### src/rtl/alarm_bank_set_if.sv
// Bus bundle for alarm_bank_set: user/RTC inputs and edit/match outputs.
interface alarm_bank_set_if #(
  parameter int unsigned NUM_ALARMS = 4,
  parameter int unsigned IDX_W      = 2
);
  logic [3:0]            STATE;
  logic [4:0]            BUTTONS;
  logic [17:0]           RTC_DATA;
  logic [IDX_W-1:0]      SEL_IDX;
  logic [2:0]            CURSOR;
  logic [17:0]           EDIT_DATA;
  logic [NUM_ALARMS-1:0] ALARM_EN;
  logic                  ALARM_MATCH;
  logic [IDX_W-1:0]      MATCH_IDX;

  modport master (
    output STATE, BUTTONS, RTC_DATA,
    input  SEL_IDX, CURSOR, EDIT_DATA, ALARM_EN, ALARM_MATCH, MATCH_IDX
  );

  modport slave (
    input  STATE, BUTTONS, RTC_DATA,
    output SEL_IDX, CURSOR, EDIT_DATA, ALARM_EN, ALARM_MATCH, MATCH_IDX
  );
endinterface

### src/rtl/alarm_bank_set.sv
// Multi-slot alarm editor: button-driven editing of a working copy while in the
// set state, plus per-slot enables and RTC match pulse generation in every state.
module alarm_bank_set #(
  parameter int unsigned NUM_ALARMS = 4,
  parameter int unsigned IDX_W      = 2,
  parameter logic [3:0]  SET_STATE  = 4'b0111
) (
  input logic             CLK,
  input logic             RESET,
  alarm_bank_set_if.slave bus
);
  localparam logic [4:0] BTN_UP     = 5'b10000;
  localparam logic [4:0] BTN_DOWN   = 5'b01000;
  localparam logic [4:0] BTN_CENTER = 5'b00100;
  localparam logic [4:0] BTN_LEFT   = 5'b00010;
  localparam logic [4:0] BTN_RIGHT  = 5'b00001;
  localparam logic [IDX_W-1:0] LAST_IDX = IDX_W'(NUM_ALARMS - 1);

  logic [4:0]            btn_prev_q, press;
  logic                  in_set, in_set_q, entry;
  logic [16:0]           slot_q [NUM_ALARMS];
  logic [16:0]           work_q, work_d;
  logic [IDX_W-1:0]      sel_q, sel_d;
  logic [2:0]            cursor_q, cursor_d;
  logic [NUM_ALARMS-1:0] en_q, en_d;
  logic                  commit;
  logic [17:0]           rtc_prev_q;
  logic                  rtc_changed, hit;
  logic [IDX_W-1:0]      hit_idx;
  logic                  match_q;
  logic [IDX_W-1:0]      match_idx_q;

  function automatic logic [5:0] ones_step(input logic [5:0] v, input logic up);
    if (up) return (v == 6'd59) ? 6'd0 : v + 6'd1;
    return (v == 6'd0) ? 6'd59 : v - 6'd1;
  endfunction

  function automatic logic [5:0] tens_step(input logic [5:0] v, input logic up);
    if (up) return (v < 6'd50) ? v + 6'd10 : v - 6'd50;
    return (v >= 6'd10) ? v - 6'd10 : v + 6'd50;
  endfunction

  function automatic logic [4:0] hour_step(input logic [4:0] v, input logic up);
    if (up) return (v == 5'd23) ? 5'd0 : v + 5'd1;
    return (v == 5'd0) ? 5'd23 : v - 5'd1;
  endfunction

  assign in_set = (bus.STATE == SET_STATE);
  assign entry  = in_set & ~in_set_q;
  assign press  = bus.BUTTONS & ~btn_prev_q;

  // Multi-bit presses fall into the default arm and are ignored.
  always_comb begin
    work_d   = work_q;
    sel_d    = sel_q;
    cursor_d = cursor_q;
    en_d     = en_q;
    commit   = 1'b0;
    if (entry) begin
      work_d = slot_q[sel_q];
    end else if (in_set) begin
      case (press)
        BTN_UP, BTN_DOWN: begin
          case (cursor_q)
            3'd0: work_d[5:0]   = ones_step(work_q[5:0], press[4]);
            3'd1: work_d[5:0]   = tens_step(work_q[5:0], press[4]);
            3'd2: work_d[11:6]  = ones_step(work_q[11:6], press[4]);
            3'd3: work_d[11:6]  = tens_step(work_q[11:6], press[4]);
            3'd4: work_d[16:12] = hour_step(work_q[16:12], press[4]);
            3'd5: begin
              if (press[4]) sel_d = (sel_q == LAST_IDX) ? '0 : sel_q + IDX_W'(1);
              else          sel_d = (sel_q == '0) ? LAST_IDX : sel_q - IDX_W'(1);
              work_d = slot_q[sel_d];
            end
            3'd6:    en_d[sel_q] = ~en_q[sel_q];
            default: ;
          endcase
        end
        BTN_CENTER: commit   = 1'b1;
        BTN_LEFT:   cursor_d = (cursor_q == 3'd6) ? 3'd0 : cursor_q + 3'd1;
        BTN_RIGHT:  cursor_d = (cursor_q == 3'd0) ? 3'd6 : cursor_q - 3'd1;
        default:    ;
      endcase
    end
  end

  // Descending scan so the lowest matching slot wins.
  always_comb begin
    hit     = 1'b0;
    hit_idx = '0;
    for (int i = NUM_ALARMS - 1; i >= 0; i--) begin
      if (en_q[i] && (slot_q[i] == bus.RTC_DATA[16:0])) begin
        hit     = 1'b1;
        hit_idx = IDX_W'(i);
      end
    end
  end

  assign rtc_changed = (bus.RTC_DATA != rtc_prev_q);

  always_ff @(posedge CLK or posedge RESET) begin
    if (RESET) begin
      btn_prev_q  <= '0;
      in_set_q    <= 1'b0;
      work_q      <= '0;
      sel_q       <= '0;
      cursor_q    <= '0;
      en_q        <= '0;
      rtc_prev_q  <= '0;
      match_q     <= 1'b0;
      match_idx_q <= '0;
      for (int i = 0; i < NUM_ALARMS; i++) slot_q[i] <= '0;
    end else begin
      btn_prev_q <= bus.BUTTONS;
      in_set_q   <= in_set;
      work_q     <= work_d;
      sel_q      <= sel_d;
      cursor_q   <= cursor_d;
      en_q       <= en_d;
      rtc_prev_q <= bus.RTC_DATA;
      match_q    <= hit & rtc_changed;
      if (hit && rtc_changed) match_idx_q <= hit_idx;
      if (commit) slot_q[sel_q] <= work_q;
    end
  end

  assign bus.SEL_IDX     = sel_q;
  assign bus.CURSOR      = cursor_q;
  assign bus.EDIT_DATA   = {1'b0, work_q};
  assign bus.ALARM_EN    = en_q;
  assign bus.ALARM_MATCH = match_q;
  assign bus.MATCH_IDX   = match_idx_q;
endmodule

### src/flat_wrapper.sv
// flat-port wrapper written by rule: the top's interface ports become plain ports
module alarm_bank_set_flat 
#(
  parameter int unsigned NUM_ALARMS = 4,
  parameter int unsigned IDX_W      = 2,
  parameter logic [3:0]  SET_STATE  = 4'b0111
)
  (CLK, RESET, bus_STATE, bus_BUTTONS, bus_RTC_DATA, bus_SEL_IDX, bus_CURSOR, bus_EDIT_DATA, bus_ALARM_EN, bus_ALARM_MATCH, bus_MATCH_IDX);
  alarm_bank_set_if #(.NUM_ALARMS(NUM_ALARMS), .IDX_W(IDX_W)) bus_i ();
  input logic CLK;
  input logic RESET;
  input wire logic [$bits(bus_i.STATE)-1:0] bus_STATE;
  input wire logic [$bits(bus_i.BUTTONS)-1:0] bus_BUTTONS;
  input wire logic [$bits(bus_i.RTC_DATA)-1:0] bus_RTC_DATA;
  output wire logic [$bits(bus_i.SEL_IDX)-1:0] bus_SEL_IDX;
  output wire logic [$bits(bus_i.CURSOR)-1:0] bus_CURSOR;
  output wire logic [$bits(bus_i.EDIT_DATA)-1:0] bus_EDIT_DATA;
  output wire logic [$bits(bus_i.ALARM_EN)-1:0] bus_ALARM_EN;
  output wire logic [$bits(bus_i.ALARM_MATCH)-1:0] bus_ALARM_MATCH;
  output wire logic [$bits(bus_i.MATCH_IDX)-1:0] bus_MATCH_IDX;
  assign bus_i.STATE = bus_STATE;
  assign bus_i.BUTTONS = bus_BUTTONS;
  assign bus_i.RTC_DATA = bus_RTC_DATA;
  assign bus_SEL_IDX = bus_i.SEL_IDX;
  assign bus_CURSOR = bus_i.CURSOR;
  assign bus_EDIT_DATA = bus_i.EDIT_DATA;
  assign bus_ALARM_EN = bus_i.ALARM_EN;
  assign bus_ALARM_MATCH = bus_i.ALARM_MATCH;
  assign bus_MATCH_IDX = bus_i.MATCH_IDX;
  alarm_bank_set #(.NUM_ALARMS(NUM_ALARMS), .IDX_W(IDX_W), .SET_STATE(SET_STATE)) u_core (.CLK(CLK), .RESET(RESET), .bus(bus_i));
endmodule
### config.mk
export PLATFORM = sky130hd
export DESIGN_NAME = alarm_bank_set_flat
export DESIGN_NICKNAME = d
export VERILOG_FILES = /design/src/rtl/alarm_bank_set_if.sv /design/src/rtl/alarm_bank_set.sv /design/src/flat_wrapper.sv
export SDC_FILE = /design/constraint.sdc
export NUM_CORES = 1
export LEC_CHECK = 0
export ABC_CLOCK_PERIOD_IN_PS = 8540
export CAP_MARGIN = 15
export CORE_UTILIZATION = 48
export DETAILED_ROUTE_END_ITERATION = 6
export PLACE_DENSITY = 0.67
export SETUP_SLACK_MARGIN = 0.3
export SKIP_LAST_GASP = 1
export SLEW_MARGIN = 20
export SYNTH_ARGS = -nofsm -noshare
export SYNTH_HDL_FRONTEND = slang
export SYNTH_SLANG_ARGS = --single-unit
### constraint.sdc
create_clock -name CLK -period 8.54 [get_ports CLK]
set_input_delay 2.562 -clock CLK [delete_from_list [all_inputs] [get_ports CLK]]
set_output_delay 2.562 -clock CLK [all_outputs]
set_load 0.02 [all_outputs]
==> results.yml, run 1 <==
outcome:
  status: "completed"
floorplanning:
  io_pins: 59
  die_area_mm2: 0.0177
  die_y_um: 133
  start_util: 0.495
  rows: 47
  coreArea_mm2: 0.0167
  die_w_um: 133
grt:
  grt_use_met1: 0.369
  grt_max_degree: 81
  grt_pass1_vias: 6942
  antenna_found_initial: 0
  top_usage_layer: "met2"
  grtUsageTotal: 0.284
  grt.met2_usage: 0.471
  grt_pass1_wl_mm: 38.6
  use_met3: 0.0556
  overflow: 0
placement:
  globalplace.congestion: 0.929
  port_buffers: 57
  hpwlAfterDp_mm: 16.4
  place_ws_ns: 2.63
sta:
  fmax_mhz: 186
  setup_viol_count_final: 0
  fin_ws_ns: 3.15
  hold_violations: 0
  min_period_ns: 5.39
  rsz0062_at_grt: "no"
  slew_headroom: 0.320
  finClkSkew_ns: 0.00813
  finalHoldWorstSlack_ns: 0.513
  fin_crit_sh: 0.631
  drv_slew: 0
  tns_ns: 0
  tightest_slew_ns: 1.02
finish:
  multi_input_area_mm2: 0.00487
  nFillCells: 1397
  final_util: 0.570
  drive_above_1_share: 0.140
  insertedDiodeCount: 0
  nets: 906
  synthToLayoutAreaGrowth_pct: 15.2
  register_area_mm2: 0.00303
detailed_routing:
  wirelength_mm: 24.0
  dr.pass1.iters: 5
  ant_nets: 0
  wl_per_cell_um: 22.1
  drc: 0
  num_vias: 6963
  first_iter_violations: 566
  routed_via_density: 6.42
clocking:
  htreeDepth: 4
  post_cts.repair.setup_buffers: 0
  cts-root-buf: "clkbuf_16"
  cts_resized: 0
  postCtsHoldBufs: 0
  path_clk_slew_ns: 0.06
  cts_buffer_depth: 2
  cts_num_sinks: 121
  cts_buffers: 17
  cts_tree: "done"
  clk_latency_ns: 0.43
setup_path:
  endpoint_kind: "flip-flop"
  cp_num_cells: 7
  worst-r2r-cell-count: 7
  rrSetupSlack_ns: 5.16
  slowest_stage: "nor2b_4"
  arrival_ns: 5.68
  worst_ep_required_time_ns: 8.84
  critPathKind: "in2reg"
  crit_chain: "clkdlybuf4s50_1, nor2b_4, a21oi_1, a21oi_4, mux4_2, a221oi_1, o22ai_1"
  crit_fanout: 35
  critPathMaxStageDelay_ns: 0.77
  cp.buffers_inverters: 1
  rr_startpoint: "u_core.bus.SEL_IDX[0]"
  endpoint: "u_core.work_q[7]"
  critPathTopFamily: "compound AO/OA/AOI/OAI gates"
  crit_start: "bus_BUTTONS[4]"
  crit_path_start_kind: "input pin"
  reg2reg_to: "u_core.work_q[7]"
pwr:
  powerDensity_mw_per_mm2: 215
  leakagePower_uw: 0.00386
  irDropWorstVdd_mv: 0.144
synth:
  synth_seq_cells: 121
  synthesis.area_mm2: 0.00826
  async_flop_share: 1.00
  ys_types: 74
  synth_ff_type: "dfrtp_1"
  yosys_warnings: 0
  syn-mean-instance-area_um2: 9.87
  syn_nets: 892
  synth_cells: 837
  ys_seq_area_frac: 0.367
  synth_edf_count: 0
hold_path:
  min-delay-path-class: "reg2reg"
job:
  max_cap_violations: 0
==> worst min path at each step <==
stage,start,cells after the start,end
floorplan,u_core.slot_q[34],2,u_core.slot_q[34]
global placement,u_core.bus.MATCH_IDX[1],1,u_core.bus.MATCH_IDX[1]
detailed placement,u_core.bus.MATCH_IDX[1],1,u_core.bus.MATCH_IDX[1]
CTS,u_core.bus.MATCH_IDX[1],1,u_core.bus.MATCH_IDX[1]
global route,u_core.bus.MATCH_IDX[0],1,u_core.bus.MATCH_IDX[0]
finish,u_core.bus.MATCH_IDX[1],1,u_core.bus.MATCH_IDX[1]
==> cell usage in the layout (no fill, tap or decap), types with 7 or more instances in the layout <==
| cell type | count |
|---|---|
| nand2b_1 | 14 |
| o221ai_1 | 7 |
| a21oi_1 | 27 |
| inv_1 | 18 |
| nand2_1 | 89 |
| xor2_1 | 33 |
| nand3_1 | 15 |
| nor2b_1 | 9 |
| mux2_2 | 31 |
| a31oi_1 | 14 |
| nand4_1 | 25 |
| mux4_2 | 32 |
| o22ai_1 | 8 |
| dfrtp_1 | 121 |
| ha_1 | 26 |
| o21ai_0 | 80 |
| nor2_1 | 29 |
| a211oi_1 | 11 |
| clkdlybuf4s50_1 | 57 |
| xnor2_1 | 66 |
| nor4_1 | 8 |
| clkbuf_16 | 17 |
| nor3_1 | 9 |
==> cells by family (layout without fill, tap and decap cells) <==
family | Yosys count | after routing | synth area share
and+or+nand+nor | 232 | 232 | 0.143
buffers and inverters | 86 | 113 | 0.0442
xor gates and xnor gates | 100 | 100 | 0.108
AOI/OAI and AO/OA | 199 | 199 | 0.153
muxes | 71 | 71 | 0.144
DFF | 121 | 121 | 0.367
other | 1 | 1 | 0.000454
adders and majority gates | 27 | 27 | 0.0406
==> cell type report <==
class / count / area share
Sequential cell: 121 / 0.318
Clock buffer: 19 / 0.0476
Inverter: 19 / 0.00776
Tap cell: 220 / 0.0289
Clock inverter: 13 / 0.0202
Multi-Input combinational cell: 630 / 0.512
Timing Repair Buffer: 62 / 0.0652
==> cell usage after synthesis (3+ instances only) <==
library cell,number,area (um2)
xor2_1,33,289
o21ai_0,80,400
o31ai_1,6,45.0
a21o_1,5,37.5
clkbuf_1,45,169
nand4_1,25,156
a21oi_1,27,135
nor3_1,9,45.0
xnor2_1,66,578
o221ai_1,7,61.3
and2_1,5,31.3
nor2b_1,9,56.3
nor2_1,29,109
dfrtp_1,121,3030
a21boi_0,3,22.5
nor4_1,8,50.1
a221o_1,3,30.0
inv_1,19,71.3
nor3b_1,3,22.5
a31oi_1,14,87.6
mux2i_1,5,50.1
nand2b_1,14,87.6
buf_1,4,15.0
buf_2,13,65.1
o22ai_1,8,50.1
buf_4,3,22.5
nand2_2,4,25.0
or3_1,6,37.5
nand2_1,89,334
nand3_1,15,75.1
ha_1,26,325
a211oi_1,11,82.6
nor4_2,3,37.5
a22o_1,3,26.3
mux4_2,32,721
mux2_2,31,349
==> registers in the layout, summed over array words and instances (netlist names) <==
register,flops
u_core.bus.MATCH_IDX,2
u_core.btn_prev_q,5
u_core.rtc_prev_q,18
u_core.bus.ALARM_MATCH,1
u_core.slot_q,68
u_core.in_set_q,1
u_core.bus.ALARM_EN,4
u_core.bus.CURSOR,3
u_core.bus.SEL_IDX,2
u_core.work_q,17
==> per-layer routing <==
metal	share of wire	vias to the layer above	wire length, um
met5	0	-	0
met4	0.027	0	640
met3	0.075	57	1790
li1	-	3074	-
met2	0.49	351	11900
met1	0.40	3481	9710
==> stage by stage <==
stage / power, uW / instance area [um2] / instances
3_5_place_dp: 1250 / 8840 / 1051
2_1_floorplan: 1080 / 8260 / 837
6_report: 2040 / 9520 / 1084
5_1_grt: 2130 / 9520 / 1084
4_1_cts: 2040 / 9490 / 1083
3_3_place_gp: 1230 / 8840 / 1051
==> worst register-to-register path, cell delays in order, from the launching register on <==
cell,delay (ns)
dfrtp_1,0.35
buf_4,0.40
inv_1,0.17
ha_1,0.40
xnor2_4,0.82
mux4_2,0.65
a221oi_1,0.34
o22ai_1,0.13
==> where the power goes <==
part | switching (uW) | leakage [uW] | internal [uW]
logic | 307 | 0.00195 | 240
clock network | 275 | 0.000310 | 506
registers | 108 | 0.00160 | 604
total | 691 | 0.00386 | 1350
Note: power is estimated with default switching activity, not from simulation.
==> run 2, diff against run 1 <==
- ABC_CLOCK_PERIOD_IN_PS: 8540 -> 5350
- clock period: 8.54 -> 5.35 ns (I/O delays scaled with it)
==> run 2 against run 1 <==
Worst setup slack got worse by 1.5 ns. Combinational power is 60% higher. Clock-buffer cell count down 2. Power grew 52%. Largest cell class unchanged.
==> results.yml, run 2 (synthesized netlist as in run 1, its figures left out) <==
outcome:
  status: "completed"
sta:
  slew_headroom: 0.345
  hold_violations: 0
  tightest_slew_ns: 0.980
  min_period_ns: 3.74
  rsz0062_at_grt: "no"
  fin_crit_sh: 0.699
  tns_ns: 0
  drv_slew: 0
  fmax_mhz: 267
  finClkSkew_ns: 0.00995
  setup_viol_count_final: 0
clocking:
  cts_tree: "done"
  cts-root-buf: "clkbuf_16"
  postCtsHoldBufs: 0
  htreeDepth: 4
  clk_latency_ns: 0.42
  post_cts.repair.setup_buffers: 0
  cts_buffer_depth: 2
  cts_num_sinks: 121
  path_clk_slew_ns: 0.06
  cts_resized: 0
  cts_buffers: 17
setup_path:
  arrival_ns: 4.04
  reg2reg_to: "u_core.work_q[6]"
  rr_startpoint: "u_core.bus.CURSOR[2]"
  crit_fanout: 27
  rrSetupSlack_ns: 1.98
  critPathTopFamily: "simple AND/OR/NAND/NOR gates"
  crit_path_start_kind: "input pin"
  cp_num_cells: 7
  crit_start: "bus_BUTTONS[4]"
  endpoint: "u_core.slot_q[10]"
  worst-r2r-cell-count: 8
  cp.buffers_inverters: 2
  critPathMaxStageDelay_ns: 0.46
  slowest_stage: "nand2_2"
  worst_ep_required_time_ns: 5.65
  endpoint_kind: "flip-flop"
  critPathKind: "in2reg"
  crit_chain: "clkdlybuf4s50_1, nor2b_4, buf_4, or2_4, nor3_2, nand2_2, mux2_2"
floorplanning:
  die_w_um: 133
  rows: 47
  die_y_um: 133
  coreArea_mm2: 0.0167
  io_pins: 59
  die_area_mm2: 0.0177
  start_util: 0.495
detailed_routing:
  ant_nets: 0
  routed_via_density: 6.35
  drc: 0
  wl_per_cell_um: 21.8
  dr.pass1.iters: 7
  first_iter_violations: 623
  num_vias: 6913
  wirelength_mm: 23.7
placement:
  port_buffers: 57
  globalplace.congestion: 0.936
  place_area_mm2: 0.00889
  hpwlAfterDp_mm: 16.5
grt:
  grtUsageTotal: 0.281
  grt_pass1_wl_mm: 37.9
  overflow: 0
  grt_max_degree: 66
  antenna_found_initial: 0
  grt_pass1_vias: 6830
finish:
  top_regs: "u_core.slot_q: 68 flops, u_core.rtc_prev_q: 18 flops, u_core.work_q: 17 flops"
  multi_input_area_mm2: 0.00487
  register_area_mm2: 0.00303
  nFillCells: 1450
  top_register: "u_core.slot_q"
  synthToLayoutAreaGrowth_pct: 14.5
  final_util: 0.566
  insertedDiodeCount: 0
  final_common_cell: "dfrtp_1"
  largest_register_ffs: 68
  final_cell_area_mm2: 0.00946
  nets: 910
  drive_above_1_share: 0.144
  mostFrequentLayoutCells: "dfrtp_1 (121), nand2_1 (89), o21ai_0 (80)"
pwr:
  irDropWorstVdd_mv: 0.280
  powerDensity_mw_per_mm2: 328
  leakagePower_uw: 0.00384
job:
  max_cap_violations: 0
hold_path:
  min-delay-path-class: "reg2reg"
==> run 2: cell types whose count changed in the layout (fill, tap and decap cells not counted), sizes merged <==
cell,before,now
bufinv,4,1
clkbuf,19,17
inv,21,25
buf,5,9
clkinvlp,2,3
==> run 2: layout make-up <==
cell class | instances | share of cell area
Sequential cell | 121 | 0.320
Clock buffer | 17 | 0.0450
Timing Repair Buffer | 66 | 0.0688
Clock inverter | 15 | 0.0148
Tap cell | 220 | 0.0291
Multi-Input combinational cell | 630 | 0.514
Inverter | 19 | 0.00780
==> run 2: metal layers <==
layer,part of all wire,vias up,global-route usage
met5,0,-,0
met4,0.025,0,0.112
li1,-,3089,-
met3,0.073,52,0.0525
met2,0.49,307,0.471
met1,0.41,3465,0.360
==> run 2: per-stage QoR <==
| stage | std cells | worst slack [ns] | total power (uW) | hold slack (ns) |
|---|---|---|---|---|
| 2_1_floorplan | 837 | 0.531 | 1720 | 0.498 |
| 3_3_place_gp | 1056 | 1.22 | 1980 | 0.499 |
| 3_5_place_dp | 1056 | 1.17 | 2000 | 0.507 |
| 4_1_cts | 1088 | 1.61 | 3110 | 0.525 |
| 5_1_grt | 1088 | 1.48 | 3270 | 0.544 |
| 6_report | 1088 | 1.61 | 3110 | 0.522 |
==> run 2: how the worst min path moves through the flow <==
stage                                 start                 endpoint  slack, ns  cells past startpoint
finish              u_core.bus.MATCH_IDX[0]  u_core.bus.MATCH_IDX[0]       0.52                      1
global route        u_core.bus.MATCH_IDX[1]  u_core.bus.MATCH_IDX[1]       0.54                      1
CTS                 u_core.bus.MATCH_IDX[0]  u_core.bus.MATCH_IDX[0]       0.52                      1
detailed placement  u_core.bus.MATCH_IDX[0]  u_core.bus.MATCH_IDX[0]       0.51                      1
global placement    u_core.bus.MATCH_IDX[1]  u_core.bus.MATCH_IDX[1]       0.50                      1
floorplan                 u_core.slot_q[34]        u_core.slot_q[34]       0.50                      2
==> run 2: report_power, final <==
| group | switching [uW] | total (uW) | internal, uW |
|---|---|---|---|
| Combinational | 489 | 874 | 384 |
| Clock | 456 | 1100 | 646 |
| Sequential | 166 | 1130 | 965 |
| Total | 1110 | 3110 | 2000 |
==> run 3, diff against run 2 <==
- ABC_CLOCK_PERIOD_IN_PS: 5350 -> 3100
- PLACE_DENSITY: 0.67 -> 0.7
- clock period: 5.35 -> 3.1 ns (I/O delays scaled with it)
==> run 3 against run 2 <==
First-iteration DRC count grew 25%. Clock skew shrank 0.0032 ns. Non-clock buffer count grew 69. Largest power group is now the clock network. Largest cell class unchanged. Critical endpoint is now bus_SEL_IDX[1]. Clock power grew 95%.
==> results.yml, run 3 (synthesized netlist as in run 1, its figures left out) <==
detailed_routing:
  routed_via_density: 6.19
  first_iter_violations: 780
  dr.pass1.iters: 5
  num_vias: 7166
  wirelength_mm: 24.3
  ant_nets: 0
  drc: 0
  wl_per_cell_um: 21.0
sta:
  slew_headroom: 0.662
  hold_violations: 0
  fin_crit_sh: 0.879
  setup_viol_count_final: 0
  drv_slew: 0
  fmax_mhz: 367
  tightest_slew_ns: 0.508
  min_period_ns: 2.73
  finClkSkew_ns: 0.00677
  rsz0062_at_grt: "yes"
  finalHoldWorstSlack_ns: 0.516
finish:
  top_regs: "u_core.slot_q: 68 flops, u_core.rtc_prev_q: 18 flops, u_core.work_q: 17 flops"
  synthToLayoutAreaGrowth_pct: 22.8
  top_register: "u_core.slot_q"
  drive_above_1_share: 0.217
  nets: 979
  largest_register_ffs: 68
  insertedDiodeCount: 0
  final_common_cell: "dfrtp_1"
  mostFrequentLayoutCells: "dfrtp_1 (119), nand2_1 (89), o21ai_0 (80)"
  final_cell_area_mm2: 0.0101
clocking:
  postCtsHoldBufs: 0
  htreeDepth: 4
  cts-root-buf: "clkbuf_16"
  cts_buffer_depth: 2
  cts_buffers: 17
  path_clk_slew_ns: 0.06
  clk_latency_ns: 0.43
  cts_num_sinks: 121
  cts_tree: "done"
hold_path:
  hold_start: "u_core.bus.MATCH_IDX[1]"
  min-delay-path-class: "reg2reg"
  holdPathEnd: "u_core.bus.MATCH_IDX[1]"
  hold_depth: 1
setup_path:
  worst-r2r-cell-count: 8
  rr_startpoint: "u_core.work_q[0]"
  endpoint_kind: "output pin"
  crit_fanout: 22
  worst_ep_required_time_ns: 2.17
  critPathKind: "reg2out"
  crit_path_start_kind: "flip-flop"
  arrival_ns: 1.80
  reg2reg_to: "u_core.work_q[0]"
  rrSetupSlack_ns: 0.56
pwr:
  irDropWorstVdd_mv: 0.398
  finalPower_uw: 5700
  leakagePower_uw: 0.00423
  powerDensity_mw_per_mm2: 562
grt:
  overflow: 0
  grt_pass1_vias: 6817
  grt_pass1_wl_mm: 38.5
  grtUsageTotal: 0.287
  antenna_found_initial: 0
  grt_max_degree: 63
floorplanning:
  die_y_um: 133
  die_area_mm2: 0.0177
  start_util: 0.495
  coreArea_mm2: 0.0167
  die_w_um: 133
  io_pins: 59
  rows: 47
placement:
  port_buffers: 57
  hpwlAfterDp_mm: 17.6
  globalplace.congestion: 0.937
  place_area_mm2: 0.00944
outcome:
  status: "completed"
job:
  max_cap_violations: 0
run 3: how the worst max path moves through the flow:
| stage | cells past startpoint | to | slack [ns] | start |
|---|---|---|---|---|
| 5_1_grt | 8 | u_core.work_q[16] | 0.28 | bus_BUTTONS[4] |
| 4_1_cts | 8 | u_core.work_q[8] | 0.32 | bus_BUTTONS[4] |
| 3_5_place_dp | 8 | u_core.work_q[8] | -0.11 | bus_BUTTONS[4] |
| 6_report | 2 | bus_SEL_IDX[1] | 0.37 | u_core.bus.SEL_IDX[1] |
| 2_1_floorplan | 9 | u_core.work_q[11] | 0.32 | u_core.bus.SEL_IDX[1] |
| 3_3_place_gp | 8 | u_core.work_q[8] | -0.04 | bus_BUTTONS[4] |
run 3: critical path: stages (launching register included):
cell             delay (ns)
dfrtp_2                0.36
buf_4                  0.33
clkdlybuf4s50_1        0.67
run 3: stage by stage:
step / utilization / setup TNS (ns) / setup WS, ns / instances
floorplan: - / 0 / 0.319 / 837
global placement: 0.565 / -0.0894 / -0.0413 / 1122
detailed placement: 0.565 / -0.425 / -0.115 / 1122
CTS: 0.604 / 0 / 0.325 / 1154
global route: 0.607 / 0 / 0.283 / 1157
finish: 0.607 / 0 / 0.374 / 1157
run 3: metal layers:
layer  up-vias  track usage  wire, um
met5         -            0         0
met4         0        0.127       790
met3        73       0.0624      1910
met2       376        0.447     11500
met1      3497        0.387     10100
li1       3220            -         -
run 3: final cells by class:
cell class | count | area, um2
fill | 1368 | 6560
multi-input combinational | 630 | 4900
sequential | 121 | 3030
timing repair buffer | 135 | 1220
clock buffer | 18 | 439
tap | 220 | 275
clock inverter | 14 | 195
inverter | 19 | 75.1
run 3: what timing repair did:
action | 4_1_cts | 5_1_grt
setup endpoints to repair | 1 | 9
gates resized for setup | 1 | 7
cloned | 0 | 0
pin swaps | 0 | 3
buffers inserted | 0 | 3
run 3: where the power goes:
part,internal [uW],switching (uW),total (uW)
Sequential,1670,208,1870
Clock,1370,774,2140
Combinational,737,946,1680
